## config.mk

```make
export PLATFORM = sky130hd
export DESIGN_NAME = oven_cook_sequencer
export DESIGN_NICKNAME = d
export VERILOG_FILES = /design/src/rtl/oven_pkg.sv /design/src/rtl/oven_step_table.sv /design/src/rtl/oven_cook_sequencer.sv
export SDC_FILE = /design/constraint.sdc
export NUM_CORES = 1
export LEC_CHECK = 0
export ABC_CLOCK_PERIOD_IN_PS = 2000
export BUFFER_PORTS_ARGS = -buffer_cell sky130_fd_sc_hd__buf_2
export CELL_PAD_IN_SITES_DETAIL_PLACEMENT = 0
export CELL_PAD_IN_SITES_GLOBAL_PLACEMENT = 1
export CORE_MARGIN = 2
export CORE_UTILIZATION = 44
export CTS_BUF_LIST = sky130_fd_sc_hd__clkbuf_8
export DETAILED_ROUTE_END_ITERATION = 8
export PLACE_DENSITY_LB_ADDON = 0.3
export SLEW_MARGIN = 5
export SYNTH_ARGS = -nofsm -noshare
export SYNTH_HDL_FRONTEND = slang
export SYNTH_SLANG_ARGS = --single-unit
```

## constraint.sdc

```tcl
create_clock -name clk -period 2 [get_ports clk]
set_input_delay 0.2 -clock clk [delete_from_list [all_inputs] [get_ports clk]]
set_output_delay 0.2 -clock clk [all_outputs]
set_load 0.01 [all_outputs]
```

## src/rtl/oven_pkg.sv

```systemverilog
// Shared oven types and limits: FSM encoding, setpoint/time limits and the step table entry.
// Limits are shared with the oven temperature/timer core.
package oven_pkg;

    localparam int MAX_STEPS = 4;
    localparam int STEP_W    = 2;

    localparam logic [8:0]  ROOM_TEMP    = 9'd65;
    localparam logic [8:0]  DEFAULT_TEMP = 9'd300;
    localparam logic [8:0]  MIN_TEMP     = 9'd150;
    localparam logic [8:0]  MAX_TEMP     = 9'd500;
    localparam logic [11:0] MAX_TIME     = 12'd3600;
    localparam logic [3:0]  ALARM_SECS   = 4'd10;
    localparam logic [2:0]  STEPS_MAX    = 3'(MAX_STEPS);

    typedef enum logic [2:0] {
        IDLE,
        LOAD,
        HEAT,
        COOK,
        ADVANCE,
        ALARM
    } state_t;

    typedef struct packed {
        logic [8:0]  temp;
        logic [11:0] cook_time;
    } step_t;

    function automatic logic [8:0] clamp_temp(input logic [8:0] t);
        if (t < MIN_TEMP) return MIN_TEMP;
        if (t > MAX_TEMP) return MAX_TEMP;
        return t;
    endfunction

    function automatic logic [11:0] clamp_time(input logic [11:0] s);
        return (s > MAX_TIME) ? MAX_TIME : s;
    endfunction

endpackage

```

## src/rtl/oven_step_table.sv

```systemverilog
// Step register file: clamping write port (1-cycle), combinational read (0-cycle).
// No backpressure; the write strobe is gated by the owner, writes always land.
module oven_step_table
    import oven_pkg::*;
(
    input  logic              clk,
    input  logic              rst_n,
    input  logic              wr_vld,
    input  logic [STEP_W-1:0] wr_addr,
    input  logic [8:0]        wr_temp,
    input  logic [11:0]       wr_time,
    input  logic [STEP_W-1:0] rd_addr,
    output step_t             rd_dat
);

    step_t tbl_q [MAX_STEPS];

    always_ff @(posedge clk or negedge rst_n) begin
        if (!rst_n) begin
            for (int i = 0; i < MAX_STEPS; i++) begin
                tbl_q[i] <= '{temp: MIN_TEMP, cook_time: 12'd0};
            end
        end else if (wr_vld) begin
            tbl_q[wr_addr] <= '{temp: clamp_temp(wr_temp), cook_time: clamp_time(wr_time)};
        end
    end

    assign rd_dat = tbl_q[rd_addr];

endmodule

```

## src/rtl/oven_cook_sequencer.sv

```systemverilog
// Multi-step cook program scheduler: drives oven setpoint, counts step time on sec_tick, raises done alarm.
// All outputs registered (1-cycle); no backpressure, oven_ready gates the countdown.
module oven_cook_sequencer
    import oven_pkg::*;
(
    input  logic        clk,
    input  logic        rst_n,
    input  logic        sec_tick,
    input  logic        prog_we,
    input  logic [1:0]  prog_addr,
    input  logic [8:0]  prog_temp,
    input  logic [11:0] prog_time,
    input  logic [2:0]  num_steps,
    input  logic        start,
    input  logic        abort,
    input  logic        alarm_ack,
    input  logic        oven_ready,
    output logic        heat_en,
    output logic [8:0]  setpoint,
    output logic [11:0] remaining,
    output logic [1:0]  step_idx,
    output logic        busy,
    output logic        step_done,
    output logic        alarm
);

    state_t      state_q;
    logic        start_q;
    logic [2:0]  count_q;
    logic [1:0]  step_idx_q;
    logic [8:0]  setpoint_q;
    logic [11:0] remaining_q;
    logic [3:0]  alarm_cnt_q;
    logic        heat_en_q;
    logic        busy_q;
    logic        step_done_q;
    logic        alarm_q;

    logic        start_edge;
    logic        tbl_we;
    logic [2:0]  count_d;
    logic [2:0]  next_idx;
    step_t       rd_dat;

    assign start_edge = start & ~start_q;
    assign tbl_we     = prog_we & ((state_q == IDLE) | (state_q == ALARM));
    assign next_idx   = {1'b0, step_idx_q} + 3'd1;

    always_comb begin
        count_d = num_steps;
        if (num_steps == 3'd0) begin
            count_d = 3'd1;
        end else if (num_steps > STEPS_MAX) begin
            count_d = STEPS_MAX;
        end
    end

    oven_step_table u_table (
        .clk     (clk),
        .rst_n   (rst_n),
        .wr_vld  (tbl_we),
        .wr_addr (prog_addr),
        .wr_temp (prog_temp),
        .wr_time (prog_time),
        .rd_addr (step_idx_q),
        .rd_dat  (rd_dat)
    );

    always_ff @(posedge clk or negedge rst_n) begin
        if (!rst_n) begin
            state_q     <= IDLE;
            start_q     <= 1'b0;
            count_q     <= 3'd1;
            step_idx_q  <= 2'd0;
            setpoint_q  <= 9'd0;
            remaining_q <= 12'd0;
            alarm_cnt_q <= 4'd0;
            heat_en_q   <= 1'b0;
            busy_q      <= 1'b0;
            step_done_q <= 1'b0;
            alarm_q     <= 1'b0;
        end else begin
            start_q     <= start;
            step_done_q <= 1'b0;
            if (abort) begin
                state_q     <= IDLE;
                heat_en_q   <= 1'b0;
                busy_q      <= 1'b0;
                alarm_q     <= 1'b0;
                remaining_q <= 12'd0;
            end else begin
                case (state_q)
                    IDLE: begin
                        if (start_edge) begin
                            state_q    <= LOAD;
                            step_idx_q <= 2'd0;
                            count_q    <= count_d;
                            busy_q     <= 1'b1;
                        end
                    end
                    LOAD: begin
                        setpoint_q  <= rd_dat.temp;
                        remaining_q <= rd_dat.cook_time;
                        heat_en_q   <= 1'b1;
                        state_q     <= HEAT;
                    end
                    HEAT: begin
                        if (oven_ready) state_q <= COOK;
                    end
                    COOK: begin
                        // Losing ready takes precedence over a tick so the frozen value is exact.
                        if (!oven_ready) begin
                            state_q <= HEAT;
                        end else if (remaining_q == 12'd0) begin
                            state_q     <= ADVANCE;
                            step_done_q <= 1'b1;
                        end else if (sec_tick) begin
                            remaining_q <= remaining_q - 12'd1;
                            if (remaining_q == 12'd1) begin
                                state_q     <= ADVANCE;
                                step_done_q <= 1'b1;
                            end
                        end
                    end
                    ADVANCE: begin
                        if (next_idx < count_q) begin
                            step_idx_q <= next_idx[1:0];
                            state_q    <= LOAD;
                        end else begin
                            heat_en_q   <= 1'b0;
                            busy_q      <= 1'b0;
                            alarm_q     <= 1'b1;
                            alarm_cnt_q <= ALARM_SECS;
                            state_q     <= ALARM;
                        end
                    end
                    ALARM: begin
                        if (start_edge) begin
                            alarm_q    <= 1'b0;
                            state_q    <= LOAD;
                            step_idx_q <= 2'd0;
                            count_q    <= count_d;
                            busy_q     <= 1'b1;
                        end else if (alarm_ack) begin
                            alarm_q <= 1'b0;
                            state_q <= IDLE;
                        end else if (sec_tick) begin
                            alarm_cnt_q <= alarm_cnt_q - 4'd1;
                            if (alarm_cnt_q <= 4'd1) begin
                                alarm_q <= 1'b0;
                                state_q <= IDLE;
                            end
                        end
                    end
                    default: state_q <= IDLE;
                endcase
            end
        end
    end

    assign heat_en   = heat_en_q;
    assign setpoint  = setpoint_q;
    assign remaining = remaining_q;
    assign step_idx  = step_idx_q;
    assign busy      = busy_q;
    assign step_done = step_done_q;
    assign alarm     = alarm_q;

endmodule

```

* After elaboration in Yosys (flattened, before gate mapping)
Cells that the tools add are included.
** Storage, ports and cells
- Output and inout bits :: 27
- Register bits after elaboration :: 122
- Logic and storage cells :: 145
** Cells by class
- $lt $le $gt $ge :: 9
- Multiplexer cells :: 64
- Eq/ne operators :: 23
- Add/sub/neg operators :: 3
- Reductions and logical operators :: 20
- Bitwise logic cells :: 7
** Operators by type and width (count)
- 84-bit bitwise mux :: 1
- 21-bit two-way mux :: 3
- 12-bit two-way mux :: 5
- 9-bit two-way mux :: 5
- 21-bit binary-select mux with 2-bit select :: 1
- 21-bit demux with 2-bit select :: 1
- 3-bit two-way mux :: 14
- 12-bit one-hot mux with 2 select lines :: 1
- 1-bit two-way mux :: 21
- 3-bit inequality test (second input constant) :: 6
- 3-bit one-hot mux with 6 select lines :: 1
- 4-bit two-way mux :: 4
- 5-bit inequality test (second input constant) :: 3
- 12-bit by 1-bit == test with 1-bit output (second input constant) :: 1
- 12-bit greater-than comparator (second input constant) :: 1
- 12-bit logical NOT :: 1
- 4-bit AND reduction :: 3
- 6-bit AND reduction :: 2
- 3-bit nonzero test :: 4
- 12-bit by 1-bit subtractor with 12-bit output (second input constant) :: 1
- 2-bit inequality test (second input constant) :: 5
- 9-bit greater-than comparator (second input constant) :: 1
- 9-bit by 8-bit < comparator with 1-bit output (second input constant) :: 1
- 4-bit one-hot mux with 2 select lines :: 1
- 26 further kinds :: 39

* Depth between registers and ports, before layout
Gate-level depths: netlist (run 1).
- Depth in word-level cells :: 10
- Depth in mapped cells :: 8
- Depth with buffers taken out :: 7

* By module
A second synthesis (run 1) with hierarchy kept.
** Second synthesis, totals
- Cell total of the unflattened synthesis :: 607
- Area total of the unflattened synthesis :: 6135.9 µm²
** By module, submodules not included
- oven_step_table :: instances 1, area an instance 3861.2 µm², cells an instance 373, sequential area each 2122.0 µm²
- oven_cook_sequencer :: instances 1, area an instance 2274.7 µm², cells an instance 234, sequential area each 952.2 µm²

* Worst setup path after synthesis (run 1)
OpenSTA, ideal clock, no wires.
- Kind :: register to register
- Start :: register step_idx_q[1], in the netlist step_idx[1]
- End :: register step_idx_q[0], in the netlist step_idx[0]
- Cell stages (with the launch flop) :: 8
- Slack :: -0.060 ns
- Period minus slack after synthesis :: 2.060 ns
- Arrival time :: 1.935 ns
- Cell sequence :: dfrtp_1 > ha_1 > ha_1 > a21o_1 > a31oi_1 > a21oi_1 > nor3_1 > mux2_2
** On the way
- Longest elaborated chain between the ends :: 4
** Ends and longest elaborated chain
- start: declaration :: line oven_cook_sequencer.sv:30 : logic [1:0] step_idx_q;
- start signal: assignment :: line oven_cook_sequencer.sv:127 : step_idx_q <= next_idx[1:0];
- 2-bit by 1-bit adder with 3-bit output :: line oven_cook_sequencer.sv:47 : assign next_idx = {1'b0, step_idx_q} + 3'd1;
- 3-bit < comparator :: line oven_cook_sequencer.sv:126 : if (next_idx < count_q) begin
- 2-bit inequality test (no source line)
- 4-bit AND reduction (no source line)
Every way passes these cells.
A chain may end at the register's enable or synchronous reset.

* Worst setup path after layout (run 1)
- Start :: register step_idx_q[1], in the netlist step_idx[1]
- End :: register step_idx_q[1], in the netlist step_idx[1]
** On the way
- Longest elaborated chain between the ends :: 4
- Elaborated cells between the ends (all ways) :: 6
- Classes of those cells :: add/sub (1); order compare (1); eq/ne (1); mux (2); reduce/logical (1)
** Ends and longest elaborated chain (line)
- 2-bit by 1-bit adder with 3-bit output (*) :: oven_cook_sequencer.sv:47
- 3-bit < comparator :: oven_cook_sequencer.sv:126
- 2-bit inequality test (no source line)
- 4-bit AND reduction (no source line)
Mark *: on every way between the ends. The rest lies on a longest branch, timed or not. The select of a mux whose other input is x is not followed.

==> run_summary.xml, run 1 <==
<?xml version="1.0" encoding="UTF-8"?>
<metrics>
  <group name="placement">
    <metric name="place_inst" unit="">772</metric>
    <metric name="hpwlAfterDp" unit="µm">9320</metric>
    <metric name="dp_slack" unit="ps">-128</metric>
    <metric name="portBuffers" unit="">60</metric>
    <metric name="placer_congestion" unit="">0.783</metric>
  </group>
  <group name="floorplanning">
    <metric name="rows" unit="">42</metric>
    <metric name="design.die.area" unit="mm²">0.0144</metric>
    <metric name="floorplan.io_pins" unit="">61</metric>
    <metric name="initial_core_util" unit="%">45.0</metric>
    <metric name="die_height" unit="µm">120</metric>
    <metric name="fp.coreArea" unit="mm²">0.0132</metric>
    <metric name="die_width" unit="µm">120</metric>
  </group>
  <group name="logic_synthesis">
    <metric name="seq_area_frac_synth" unit="%">51.8</metric>
    <metric name="count_of_different_cell_masters_after_synthesis" unit="">59</metric>
    <metric name="yosys_register_bits" unit="">122</metric>
    <metric name="syn_inst" unit="">537</metric>
    <metric name="synth-edff-count" unit="">0</metric>
    <metric name="combinational_family_with_the_most_area_after_synthesis" unit="">multiplexers</metric>
    <metric name="post_synth_and_or_nand_nor_area_fraction" unit="%">14.0</metric>
    <metric name="synth-adder-area-share" unit="%">1.69</metric>
    <metric name="synth_area_leader_cell" unit="">sky130_fd_sc_hd__dfrtp_1</metric>
    <metric name="syn-num-nets" unit="">579</metric>
    <metric name="synth-warning-count" unit="">0</metric>
    <metric name="postSynth.asyncResetShare" unit="%">100</metric>
    <metric name="synthesis.area" unit="mm²">0.00594</metric>
    <metric name="yosys_most_used_dff" unit="">sky130_fd_sc_hd__dfrtp_1</metric>
    <metric name="muxShareOfSynthArea" unit="%">14.6</metric>
    <metric name="ys_top_cells_by_area" unit="">sky130_fd_sc_hd__dfrtp_1 44%, sky130_fd_sc_hd__mux4_2 8.0%, sky130_fd_sc_hd__dfstp_2 7.5%</metric>
    <metric name="postSynthAreaPerCell" unit="µm²">11.1</metric>
    <metric name="compound_gate_fraction_of_synth_area" unit="%">14.1</metric>
    <metric name="yosysTopAreaCellShare" unit="%">44.3</metric>
    <metric name="synth_xor_area_share" unit="%">0.148</metric>
  </group>
  <group name="cts">
    <metric name="insertion_delay" unit="ps">440</metric>
    <metric name="cts_tree" unit="">built</metric>
    <metric name="cts.htree.levels" unit="">4</metric>
    <metric name="clock_sinks" unit="">122</metric>
    <metric name="path_clk_slew" unit="ps">80</metric>
    <metric name="cts_max_path_buffers" unit="">2</metric>
    <metric name="clock_tree.root_cell" unit="">sky130_fd_sc_hd__clkbuf_8</metric>
    <metric name="number_of_cts_inserted_buffers" unit="">17</metric>
  </group>
  <group name="run_status">
    <metric name="outcome" unit="">finished, final reports clean</metric>
  </group>
  <group name="sta">
    <metric name="max-slew-margin-rel" unit="%">62.1</metric>
    <metric name="timing.clock.skew" unit="ps">13.4</metric>
    <metric name="unrepaired_setup_endpoints_after_global_routing" unit="">false</metric>
    <metric name="postLayoutSetupSlackWorst" unit="ps">100</metric>
    <metric name="clock.fmax" unit="GHz">0.526</metric>
    <metric name="worst_pin_slew" unit="ps">568</metric>
    <metric name="min_period_over_period" unit="%">95.0</metric>
    <metric name="report.final.hold_viol_count" unit="">0</metric>
    <metric name="slew_viol_final" unit="">0</metric>
    <metric name="setup-violations-final" unit="">0</metric>
    <metric name="fin_crit" unit="ps">1900</metric>
  </group>
  <group name="global_route">
    <metric name="track_usage" unit="%">20.2</metric>
    <metric name="first_global_vias" unit="">4439</metric>
    <metric name="grt_antenna_before_repair" unit="">0</metric>
    <metric name="grt.overflow.total" unit="">0</metric>
    <metric name="grt_first_pass_wirelength" unit="µm">22400</metric>
    <metric name="pin_count_of_the_biggest_net_entering_global_routing" unit="">61</metric>
  </group>
  <group name="worst_hold_path">
    <metric name="worst_hold_path_type" unit="">input pin to register</metric>
  </group>
  <group name="final_layout">
    <metric name="fin_nets" unit="">667</metric>
    <metric name="instances_no_fill" unit="">814</metric>
    <metric name="final_common_cell" unit="">sky130_fd_sc_hd__dfrtp_1</metric>
    <metric name="area_delta_synth_final" unit="%">20.4</metric>
    <metric name="layout.filler_cells" unit="">1173</metric>
    <metric name="layout.cells.most_common_list" unit="">103 x sky130_fd_sc_hd__dfrtp_1, 84 x sky130_fd_sc_hd__nand2_1, 78 x sky130_fd_sc_hd__o21ai_0</metric>
    <metric name="drive_gt1_share" unit="%">34.5</metric>
    <metric name="insertedDiodeCount" unit="">0</metric>
  </group>
  <group name="setup_path">
    <metric name="worst-setup-path-type" unit="">register to register</metric>
    <metric name="crit_fanout" unit="">4</metric>
    <metric name="kind_of_end_point_of_the_critical_path" unit="">register</metric>
    <metric name="cp-start-kind" unit="">register</metric>
    <metric name="critical_path_required" unit="ps">2330</metric>
    <metric name="worstPathArrival" unit="ps">2230</metric>
  </group>
  <group name="route">
    <metric name="wire_per_inst" unit="µm">16.6</metric>
    <metric name="drc" unit="">0</metric>
    <metric name="vias_per_cell" unit="">5.42</metric>
    <metric name="number_of_routed_nets_with_antenna_violations" unit="">0</metric>
    <metric name="drt-total-wl" unit="µm">13500</metric>
    <metric name="vias" unit="">4414</metric>
    <metric name="detail_route.iter0.violations" unit="">251</metric>
    <metric name="drt_pass1_iterations" unit="">4</metric>
  </group>
  <group name="power">
    <metric name="vdd.ir_drop.worst" unit="V">0.000701</metric>
    <metric name="power_density" unit="mW/mm²">1580</metric>
    <metric name="p_leak" unit="nW">3.22</metric>
  </group>
  <group name="flow_run">
    <metric name="cap_violations" unit="">0</metric>
  </group>
</metrics>
-- cells in the mapped netlist, types with 2 or more instances --
cell                       instances
sky130_fd_sc_hd__and3_1            3
sky130_fd_sc_hd__dfrtp_1         105
sky130_fd_sc_hd__a211oi_1          3
sky130_fd_sc_hd__o31ai_1           3
sky130_fd_sc_hd__nand3_1           8
sky130_fd_sc_hd__nand2_1          84
sky130_fd_sc_hd__o32ai_2           3
sky130_fd_sc_hd__o32ai_1           2
sky130_fd_sc_hd__buf_2            10
sky130_fd_sc_hd__a21oi_1          19
sky130_fd_sc_hd__a22oi_1           6
sky130_fd_sc_hd__mux2_2           34
sky130_fd_sc_hd__a221oi_1          2
sky130_fd_sc_hd__inv_1            13
sky130_fd_sc_hd__buf_1             2
sky130_fd_sc_hd__nor2_1           24
sky130_fd_sc_hd__o21ai_0          78
sky130_fd_sc_hd__o22a_1            2
sky130_fd_sc_hd__nor3_1            7
sky130_fd_sc_hd__a31oi_1           4
sky130_fd_sc_hd__nand3b_1          3
sky130_fd_sc_hd__buf_6             3
sky130_fd_sc_hd__ha_1              8
sky130_fd_sc_hd__nor4_2            2
sky130_fd_sc_hd__dfstp_2          17
sky130_fd_sc_hd__nand2b_1          4
sky130_fd_sc_hd__nand4b_2          2
sky130_fd_sc_hd__or3_1             2
sky130_fd_sc_hd__nor2b_1          13
sky130_fd_sc_hd__clkbuf_1         14
sky130_fd_sc_hd__o21ai_1           8
sky130_fd_sc_hd__mux4_2           21
sky130_fd_sc_hd__a21o_1            2
-- worst max-delay path, cell delays in order (launching register included) --
cell and delay, ps:
sky130_fd_sc_hd__dfrtp_1 410, sky130_fd_sc_hd__ha_4 180, sky130_fd_sc_hd__ha_4 220, sky130_fd_sc_hd__a21o_1 200, sky130_fd_sc_hd__a31oi_4 190, sky130_fd_sc_hd__a21oi_2 100, sky130_fd_sc_hd__nor3_4 170, sky130_fd_sc_hd__mux2_4 320
-- registers in the layout (all words and copies together) (netlist names) --
signal         count
alarm              1
alarm_cnt_q        4
busy               1
count_q            3
heat_en            1
remaining         12
setpoint           9
start_q            1
state_q            3
step_done          1
step_idx           2
u_table.tbl_q     84
-- cell families after synthesis --
group                    count (synthesis)
AO/OA/AOI/OAI                          140
XOR/XNOR                                 1
adder cells (fa/ha/maj)                  8
buffers and inverters                   44
flip-flops                             122
multiplexers                            56
AND/OR/NAND/NOR                        166
-- worst paths after layout --
path,start,to,slack (ps),cells past startpoint
setup reg to reg,step_idx[1]$_DFFE_PN0P_,step_idx[1]$_DFFE_PN0P_,100,7
hold reg to reg,u_table.tbl_q[60]$_DFFE_PN0P_,u_table.tbl_q[60]$_DFFE_PN0P_,480,2
max in group asynchronous,rst_n,u_table.tbl_q[82]$_DFFE_PN1P_,1000,3
hold / removal,prog_time[2],u_table.tbl_q[65]$_DFFE_PN0P_,50,3
setup / recovery,step_idx[1]$_DFFE_PN0P_,step_idx[1]$_DFFE_PN0P_,100,7
min in group asynchronous,rst_n,step_idx[0]$_DFFE_PN0P_,270,2
-- repair_timing --
item,CTS,global route
pin swaps,4,3
hold endpoints to repair,34,0
buffers inserted,3,2
resized for setup,10,6
setup endpoints to repair,4,10
hold buffers,5,0
-- area by class of cell --
class                      instances  area, µm²  area share, %
tap                              176        220           3.08
timing repair buffer             100        698           9.77
clock buffer                      20        275           3.85
sequential                       122       3080           43.0
inverter                          13       48.8          0.683
clock inverter                    12        109           1.52
multi-input combinational        371       2720           38.1
-- metal layers --
| layer | global-route usage (%) | up-vias | wire (µm) |
|---|---|---|---|
| met2 | 33.3 | 100 | 6670 |
| met1 | 25.2 | 2183 | 5880 |
| met4 | 9.12 | 0 | 278 |
| met5 | 0 | - | 0 |
| li1 | - | 2112 | - |
| met3 | 4.94 | 19 | 656 |
-- per-stage QoR --
| step | power [W] | setup TNS (ps) | cell area [µm²] | util, % | hold WS, ps |
|---|---|---|---|---|---|
| after floorplan | 0.00750 | 0 | 5940 | - | -95.6 |
| after global placement | 0.00873 | -31.9 | 6600 | 50.0 | 193 |
| after detailed placement | 0.00893 | -406 | 6600 | 50.0 | 205 |
| after CTS | 0.0113 | 0 | 7110 | 53.9 | 2.81 |
| after global routing | 0.0121 | 0 | 7150 | 54.2 | 30.6 |
| final | 0.0113 | 0 | 7150 | 54.2 | 46.6 |
-- power by group --
group / switching, W / total (W) / internal, W
Sequential: 0.000676 / 0.00435 / 0.00367
Combinational: 0.00236 / 0.00482 / 0.00246
Clock: 0.000944 / 0.00212 / 0.00118
No activity file was read; power rests on OpenSTA's default activity.
==> run 2, diff against run 1 <==
--- a/config.mk
+++ b/config.mk
@@ -5,7 +5,7 @@
 export SDC_FILE = /design/constraint.sdc
 export NUM_CORES = 1
 export LEC_CHECK = 0
-export ABC_CLOCK_PERIOD_IN_PS = 2000
+export ABC_CLOCK_PERIOD_IN_PS = 1700
 export BUFFER_PORTS_ARGS = -buffer_cell sky130_fd_sc_hd__buf_2
 export CELL_PAD_IN_SITES_DETAIL_PLACEMENT = 0
 export CELL_PAD_IN_SITES_GLOBAL_PLACEMENT = 1
==> constraint.sdc (replaced) <==
create_clock -name clk -period 1.7 [get_ports clk]
set_input_delay 0.17 -clock clk [delete_from_list [all_inputs] [get_ports clk]]
set_output_delay 0.17 -clock clk [all_outputs]
set_load 0.01 [all_outputs]
==> run 2 against run 1 <==
The flow now finishes with violations (negative setup slack); total power increased by 41%; sequential power increased by 17%; routed wire length increased by 13%; clock power increased by 27%; clock skew decreased by 4.5 ps; final area increased by 13%; fmax decreased by 2.3%; utilization increased by 7.0 points; critical path depth unchanged; first-iteration DRC count increased by 41%; highest routed layer unchanged.
==> run_summary.xml, run 2 (same netlist as run 1, synthesis figures left out) <==
<?xml version="1.0" encoding="UTF-8"?>
<metrics>
  <group name="setup_path">
    <metric name="kind_of_end_point_of_the_critical_path" unit="">register</metric>
    <metric name="cp-start-kind" unit="">register</metric>
    <metric name="rr_endpoint" unit="">step_idx[0]$_DFFE_PN0P_</metric>
    <metric name="regToRegStartpoint" unit="">step_idx[0]$_DFFE_PN0P_</metric>
    <metric name="reg2reg_depth" unit="">7</metric>
    <metric name="worstPathArrival" unit="ps">2270</metric>
    <metric name="critical_path_required" unit="ps">2030</metric>
    <metric name="worst-setup-path-type" unit="">register to register</metric>
    <metric name="ff2ff_setup_slack" unit="ps">-240</metric>
    <metric name="crit_fanout" unit="">2</metric>
  </group>
  <group name="sta">
    <metric name="clock.fmax" unit="GHz">0.514</metric>
    <metric name="max-slew-margin-rel" unit="%">58.5</metric>
    <metric name="report.final.hold_viol_count" unit="">0</metric>
    <metric name="fin_crit" unit="ps">1940</metric>
    <metric name="unrepaired_setup_endpoints_after_global_routing" unit="">true</metric>
    <metric name="postLayoutSetupSlackWorst" unit="ps">-245</metric>
    <metric name="setup-violations-final" unit="">42</metric>
    <metric name="slew_viol_final" unit="">0</metric>
    <metric name="worst_pin_slew" unit="ps">622</metric>
    <metric name="timing.clock.skew" unit="ps">8.90</metric>
    <metric name="min_period_over_period" unit="%">114</metric>
    <metric name="setup-tns-final" unit="ps">-4890</metric>
    <metric name="worst_hold_slack" unit="ps">40.5</metric>
  </group>
  <group name="route">
    <metric name="drt-total-wl" unit="µm">15300</metric>
    <metric name="drc" unit="">0</metric>
    <metric name="number_of_routed_nets_with_antenna_violations" unit="">0</metric>
    <metric name="detail_route.iter0.violations" unit="">354</metric>
    <metric name="wire_per_inst" unit="µm">17.5</metric>
    <metric name="vias_per_cell" unit="">5.39</metric>
    <metric name="vias" unit="">4702</metric>
    <metric name="drt_pass1_iterations" unit="">5</metric>
  </group>
  <group name="cts">
    <metric name="path_clk_slew" unit="ps">70</metric>
    <metric name="clock_tree.root_cell" unit="">sky130_fd_sc_hd__clkbuf_8</metric>
    <metric name="number_of_cts_inserted_buffers" unit="">17</metric>
    <metric name="cts_max_path_buffers" unit="">2</metric>
    <metric name="cts.htree.levels" unit="">4</metric>
    <metric name="clock_sinks" unit="">122</metric>
    <metric name="insertion_delay" unit="ps">450</metric>
    <metric name="cts_tree" unit="">built</metric>
  </group>
  <group name="floorplanning">
    <metric name="fp.coreArea" unit="mm²">0.0132</metric>
    <metric name="die_height" unit="µm">120</metric>
    <metric name="floorplan.io_pins" unit="">61</metric>
    <metric name="design.die.area" unit="mm²">0.0144</metric>
    <metric name="initial_core_util" unit="%">45.0</metric>
    <metric name="rows" unit="">42</metric>
    <metric name="die_width" unit="µm">120</metric>
  </group>
  <group name="global_route">
    <metric name="grt_first_pass_wirelength" unit="µm">24400</metric>
    <metric name="grt_antenna_before_repair" unit="">0</metric>
    <metric name="pin_count_of_the_biggest_net_entering_global_routing" unit="">94</metric>
    <metric name="first_global_vias" unit="">4829</metric>
    <metric name="track_usage" unit="%">21.9</metric>
    <metric name="grt.overflow.total" unit="">0</metric>
  </group>
  <group name="final_layout">
    <metric name="insertedDiodeCount" unit="">0</metric>
    <metric name="instances_no_fill" unit="">873</metric>
    <metric name="area_delta_synth_final" unit="%">36.0</metric>
    <metric name="largest_register_ff_count" unit="">84</metric>
    <metric name="top_register_by_number_of_flip_flops" unit="">u_table.tbl_q</metric>
    <metric name="postLayoutCellArea" unit="mm²">0.00807</metric>
    <metric name="layout.cells.most_common_list" unit="">98 x sky130_fd_sc_hd__dfrtp_1, 78 x sky130_fd_sc_hd__nand2_1, 62 x sky130_fd_sc_hd__buf_4</metric>
    <metric name="drive_gt1_share" unit="%">46.5</metric>
    <metric name="fin_nets" unit="">726</metric>
    <metric name="final_common_cell" unit="">sky130_fd_sc_hd__dfrtp_1</metric>
  </group>
  <group name="placement">
    <metric name="place_inst" unit="">805</metric>
    <metric name="placer_congestion" unit="">0.825</metric>
    <metric name="dp_slack" unit="ps">-262</metric>
    <metric name="dpl-instance-area" unit="mm²">0.00694</metric>
    <metric name="hpwlAfterDp" unit="µm">9870</metric>
    <metric name="portBuffers" unit="">60</metric>
  </group>
  <group name="power">
    <metric name="vdd.ir_drop.worst" unit="V">0.000830</metric>
    <metric name="power_density" unit="mW/mm²">1970</metric>
    <metric name="p_leak" unit="nW">3.63</metric>
  </group>
  <group name="worst_hold_path">
    <metric name="hold_depth" unit="">3</metric>
    <metric name="worst_hold_path.endpoint" unit="">u_table.tbl_q[48]$_DFFE_PN0P_</metric>
    <metric name="hold_start" unit="">prog_time[6]</metric>
    <metric name="worst_hold_path_type" unit="">input pin to register</metric>
  </group>
  <group name="run_status">
    <metric name="outcome" unit="">finished with violations</metric>
    <metric name="violations" unit="">negative setup slack</metric>
  </group>
  <group name="flow_run">
    <metric name="cap_violations" unit="">0</metric>
  </group>
</metrics>
## run 2: changes by cell type in the layout (fill, tap and decap cells not counted), sizes merged
cell / change
clkinvlp: +3
buf: +57
nand4b: +1
clkinv: -3
dlygate4sd3: +1
## run 2: how the worst max path moves through the flow
| stage | start | to | slack [ps] | cells after the start |
|---|---|---|---|---|
| floorplan | step_idx[0]$_DFFE_PN0P_ | step_idx[0]$_DFFE_PN0P_ | -210 | 7 |
| global placement | step_idx[0]$_DFFE_PN0P_ | step_idx[0]$_DFFE_PN0P_ | -190 | 7 |
| detailed placement | step_idx[0]$_DFFE_PN0P_ | step_idx[0]$_DFFE_PN0P_ | -260 | 7 |
| CTS | step_idx[0]$_DFFE_PN0P_ | step_idx[0]$_DFFE_PN0P_ | -250 | 7 |
| global route | step_idx[0]$_DFFE_PN0P_ | step_idx[0]$_DFFE_PN0P_ | -300 | 7 |
| finish | step_idx[0]$_DFFE_PN0P_ | step_idx[0]$_DFFE_PN0P_ | -240 | 7 |
## run 2: layer usage
layer / track usage (%) / share of wire (%)
met1: 28.1 / 45
met2: 36.6 / 50
met3: 5.42 / 3.1
met4: 6.84 / 1.4
met5: 0 / 0
## run 2: critical path, cell delays in order, from the launching register on
cell	delay, ps
sky130_fd_sc_hd__dfrtp_2	430
sky130_fd_sc_hd__ha_4	250
sky130_fd_sc_hd__ha_4	150
sky130_fd_sc_hd__a21o_1	200
sky130_fd_sc_hd__a31oi_4	160
sky130_fd_sc_hd__a21oi_2	90
sky130_fd_sc_hd__nor3_4	220
sky130_fd_sc_hd__mux2_4	320
## run 2: cell type report
class	count	area (µm²)
clock inverter	12	139
inverter	13	48.8
sequential	122	3080
tap	176	220
fill	1074	5120
timing repair buffer	158	1300
clock buffer	20	275
multi-input combinational	372	3010
## run 2: repair_timing
| action | in CTS | in global routing |
|---|---|---|
| hold buffers | 6 | 0 |
| endpoints found under the setup margin | 64 | 100 |
| cloned | 3 | 1 |
| pin swaps | 18 | 22 |
| gates resized for setup | 46 | 74 |
| hold endpoints to repair | 83 | 0 |
| setup buffers | 8 | 19 |
## run 2: report_power, final
part	total, W	switching (W)	internal [W]
registers	0.00510	0.000769	0.00433
logic	0.00809	0.00363	0.00446
clock network	0.00270	0.00127	0.00143
total	0.0159	0.00566	0.0102
## run 2: metrics by stage
stage	utilization, %	power [W]
after floorplan	-	0.00902
after global placement	52.6	0.0111
after detailed placement	52.6	0.0113
after CTS	58.3	0.0148
after global routing	61.2	0.0169
final	61.2	0.0159
==> run 3, diff against run 2 <==
--- a/config.mk
+++ b/config.mk
@@ -6,14 +6,14 @@
 export NUM_CORES = 1
 export LEC_CHECK = 0
 export ABC_CLOCK_PERIOD_IN_PS = 1700
-export BUFFER_PORTS_ARGS = -buffer_cell sky130_fd_sc_hd__buf_2
 export CELL_PAD_IN_SITES_DETAIL_PLACEMENT = 0
 export CELL_PAD_IN_SITES_GLOBAL_PLACEMENT = 1
 export CORE_MARGIN = 2
-export CORE_UTILIZATION = 44
+export CORE_UTILIZATION = 48
 export CTS_BUF_LIST = sky130_fd_sc_hd__clkbuf_8
 export DETAILED_ROUTE_END_ITERATION = 8
-export PLACE_DENSITY_LB_ADDON = 0.3
+export DONT_BUFFER_PORTS = 1
+export PLACE_DENSITY = 0.89
 export SLEW_MARGIN = 5
 export SYNTH_ARGS = -nofsm -noshare
 export SYNTH_HDL_FRONTEND = slang
==> run 3 against run 2 <==
The flow finishes with violations (negative hold slack, negative setup slack); register-to-register slack about the same; final area down 0.11%; clock-buffer cell count is 1 lower; first-iteration DRC count grew 32%; clock skew is essentially flat; via count is 2.5% higher; flip-flop and latch count is the same; total power is 1.1% lower; die area shrank 8.1%; combinational power down 4.4%; clock power hardly changed; largest cell class unchanged; highest routed layer is now met5.
==> run_summary.xml, run 3 (same netlist as run 1, synthesis figures left out) <==
<?xml version="1.0" encoding="UTF-8"?>
<metrics>
  <group name="route">
    <metric name="drt_pass1_iterations" unit="">5</metric>
    <metric name="wire_per_inst" unit="µm">19.8</metric>
    <metric name="number_of_routed_nets_with_antenna_violations" unit="">0</metric>
    <metric name="detail_route.iter0.violations" unit="">468</metric>
    <metric name="drt-total-wl" unit="µm">16400</metric>
    <metric name="vias_per_cell" unit="">5.81</metric>
    <metric name="vias" unit="">4819</metric>
    <metric name="drc" unit="">0</metric>
  </group>
  <group name="setup_path">
    <metric name="critical_path_required" unit="ps">2040</metric>
    <metric name="path_buf_inv" unit="">0</metric>
    <metric name="cell_chain_of_the_critical_path" unit="">ha_4 -&gt; ha_4 -&gt; a21o_1 -&gt; a31oi_4 -&gt; a21oi_2 -&gt; nor3_2 -&gt; mux2_4</metric>
    <metric name="kind_of_end_point_of_the_critical_path" unit="">register</metric>
    <metric name="cpLargestDelayFamily" unit="">compound AO/OA/AOI/OAI gates</metric>
    <metric name="worstPathArrival" unit="ps">2280</metric>
    <metric name="critPathSlowestCell" unit="">sky130_fd_sc_hd__dfrtp_2</metric>
    <metric name="cp-start-kind" unit="">register</metric>
    <metric name="crit_fanout" unit="">2</metric>
    <metric name="most_frequent_cell_on_the_critical_path" unit="">sky130_fd_sc_hd__ha_4</metric>
    <metric name="slowest_delay" unit="ps">430</metric>
    <metric name="worst-setup-path-type" unit="">register to register</metric>
  </group>
  <group name="power">
    <metric name="power_density" unit="mW/mm²">1950</metric>
    <metric name="p_total" unit="W">0.0157</metric>
    <metric name="p_leak" unit="nW">3.51</metric>
    <metric name="vdd.ir_drop.worst" unit="V">0.000918</metric>
  </group>
  <group name="final_layout">
    <metric name="area_delta_synth_final" unit="%">35.9</metric>
    <metric name="fin_nets" unit="">691</metric>
    <metric name="ff_latch_area" unit="mm²">0.00308</metric>
    <metric name="layout.cells.most_common_list" unit="">98 x sky130_fd_sc_hd__dfrtp_1, 74 x sky130_fd_sc_hd__nand2_1, 67 x sky130_fd_sc_hd__buf_4</metric>
    <metric name="layout.filler_cells" unit="">831</metric>
    <metric name="drive_gt1_share" unit="%">41.2</metric>
    <metric name="post-route-util" unit="%">66.9</metric>
    <metric name="multi_input_area" unit="mm²">0.00302</metric>
    <metric name="final_common_cell" unit="">sky130_fd_sc_hd__dfrtp_1</metric>
    <metric name="insertedDiodeCount" unit="">0</metric>
    <metric name="largest_register_ff_count" unit="">84</metric>
    <metric name="top_register_by_number_of_flip_flops" unit="">u_table.tbl_q</metric>
  </group>
  <group name="global_route">
    <metric name="grt_first_pass_wirelength" unit="µm">24000</metric>
    <metric name="first_global_vias" unit="">4731</metric>
    <metric name="grt_antenna_before_repair" unit="">2</metric>
    <metric name="grt.overflow.total" unit="">0</metric>
    <metric name="track_usage" unit="%">23.8</metric>
    <metric name="pin_count_of_the_biggest_net_entering_global_routing" unit="">123</metric>
  </group>
  <group name="sta">
    <metric name="report.final.hold_viol_count" unit="">135</metric>
    <metric name="clock.fmax" unit="GHz">0.514</metric>
    <metric name="min_period_over_period" unit="%">114</metric>
    <metric name="setup-violations-final" unit="">24</metric>
    <metric name="timing.clock.skew" unit="ps">9.33</metric>
    <metric name="fin_crit" unit="ps">1940</metric>
    <metric name="worst_pin_slew" unit="ps">613</metric>
    <metric name="worst_hold_slack" unit="ps">-592</metric>
    <metric name="slew_viol_final" unit="">0</metric>
    <metric name="unrepaired_setup_endpoints_after_global_routing" unit="">true</metric>
    <metric name="max-slew-margin-rel" unit="%">59.2</metric>
    <metric name="setup-tns-final" unit="ps">-2210</metric>
    <metric name="postLayoutSetupSlackWorst" unit="ps">-245</metric>
  </group>
  <group name="cts">
    <metric name="clock_sinks" unit="">122</metric>
    <metric name="number_of_cts_inserted_buffers" unit="">17</metric>
    <metric name="insertion_delay" unit="ps">450</metric>
    <metric name="ctsHoldBuffers" unit="">31</metric>
    <metric name="cts_max_path_buffers" unit="">2</metric>
    <metric name="clock_tree.root_cell" unit="">sky130_fd_sc_hd__clkbuf_8</metric>
    <metric name="cts.htree.levels" unit="">4</metric>
    <metric name="path_clk_slew" unit="ps">80</metric>
    <metric name="cts_tree" unit="">built</metric>
  </group>
  <group name="floorplanning">
    <metric name="die_height" unit="µm">115</metric>
    <metric name="rows" unit="">40</metric>
    <metric name="design.die.area" unit="mm²">0.0133</metric>
    <metric name="die_width" unit="µm">115</metric>
    <metric name="initial_core_util" unit="%">49.2</metric>
    <metric name="floorplan.io_pins" unit="">61</metric>
    <metric name="fp.coreArea" unit="mm²">0.0121</metric>
  </group>
  <group name="placement">
    <metric name="hpwlAfterDp" unit="µm">9430</metric>
    <metric name="placer_congestion" unit="">0.812</metric>
    <metric name="dp_slack" unit="ps">-230</metric>
    <metric name="portBuffers" unit="">0</metric>
  </group>
  <group name="flow_run">
    <metric name="cap_violations" unit="">0</metric>
  </group>
  <group name="run_status">
    <metric name="violations" unit="">negative hold slack, negative setup slack</metric>
    <metric name="outcome" unit="">finished with violations</metric>
  </group>
  <group name="worst_hold_path">
    <metric name="worst_hold_path_type" unit="">input pin to async pin</metric>
  </group>
</metrics>
## run 3: cell count changes in the layout (fill, tap and decap cells not counted), sizes merged
cell,before,now
buf,152,89
bufinv,2,3
clkbuf,20,23
clkinv,3,5
clkinvlp,4,3
dlygate4sd3,6,31
inv,16,15
nand4b,4,3
## run 3: what timing repair did
item | CTS | global route
gates resized for setup | 21 | 94
endpoints found under the hold margin | 220 | 135
gates cloned | 3 | 3
buffers inserted | 6 | 21
pin swaps | 11 | 16
endpoints found under the setup margin | 40 | 80
## run 3: area by class of cell
type                    instances  share of cell area, %
clock buffers                  19                   3.24
multi-input cells             371                   37.5
well taps                     168                   2.61
repair buffers                124                   15.9
inverters                      13                  0.605
flip-flops and latches        122                   38.2
clock inverters                13                   1.89
## run 3: routing by layer
layer | global-route usage, % | wire length [µm]
met3 | 7.06 | 1030
met5 | 0 | 19
met1 | 30.4 | 6740
met2 | 38.8 | 8250
met4 | 8.59 | 371
## run 3: worst paths after layout
check	from	to	slack [ps]	depth (start not counted)
min reg2reg	u_table.tbl_q[3]$_DFFE_PN0P_	u_table.tbl_q[3]$_DFFE_PN0P_	480	2
min	rst_n	remaining[6]$_DFFE_PN0P_	-590	0
max reg2reg	step_idx[0]$_DFFE_PN0P_	step_idx[0]$_DFFE_PN0P_	-240	7
max	step_idx[0]$_DFFE_PN0P_	step_idx[0]$_DFFE_PN0P_	-240	7
max in group asynchronous	rst_n	u_table.tbl_q[37]$_DFFE_PN1P_	2000	0
min in group clk	abort	remaining[1]$_DFFE_PN0P_	-220	1
## run 3: power breakdown
| part | internal [W] | switching (W) | leakage [nW] |
|---|---|---|---|
| Clock | 0.00151 | 0.00121 | 0.210 |
| Sequential | 0.00433 | 0.000930 | 1.50 |
| Combinational | 0.00421 | 0.00352 | 1.80 |
## run 3: through the flow
step,area (µm²),cells
after floorplan,6020,537
after global placement,6580,735
after detailed placement,6580,735
after CTS,7510,806
after global routing,8060,830
final,8060,830
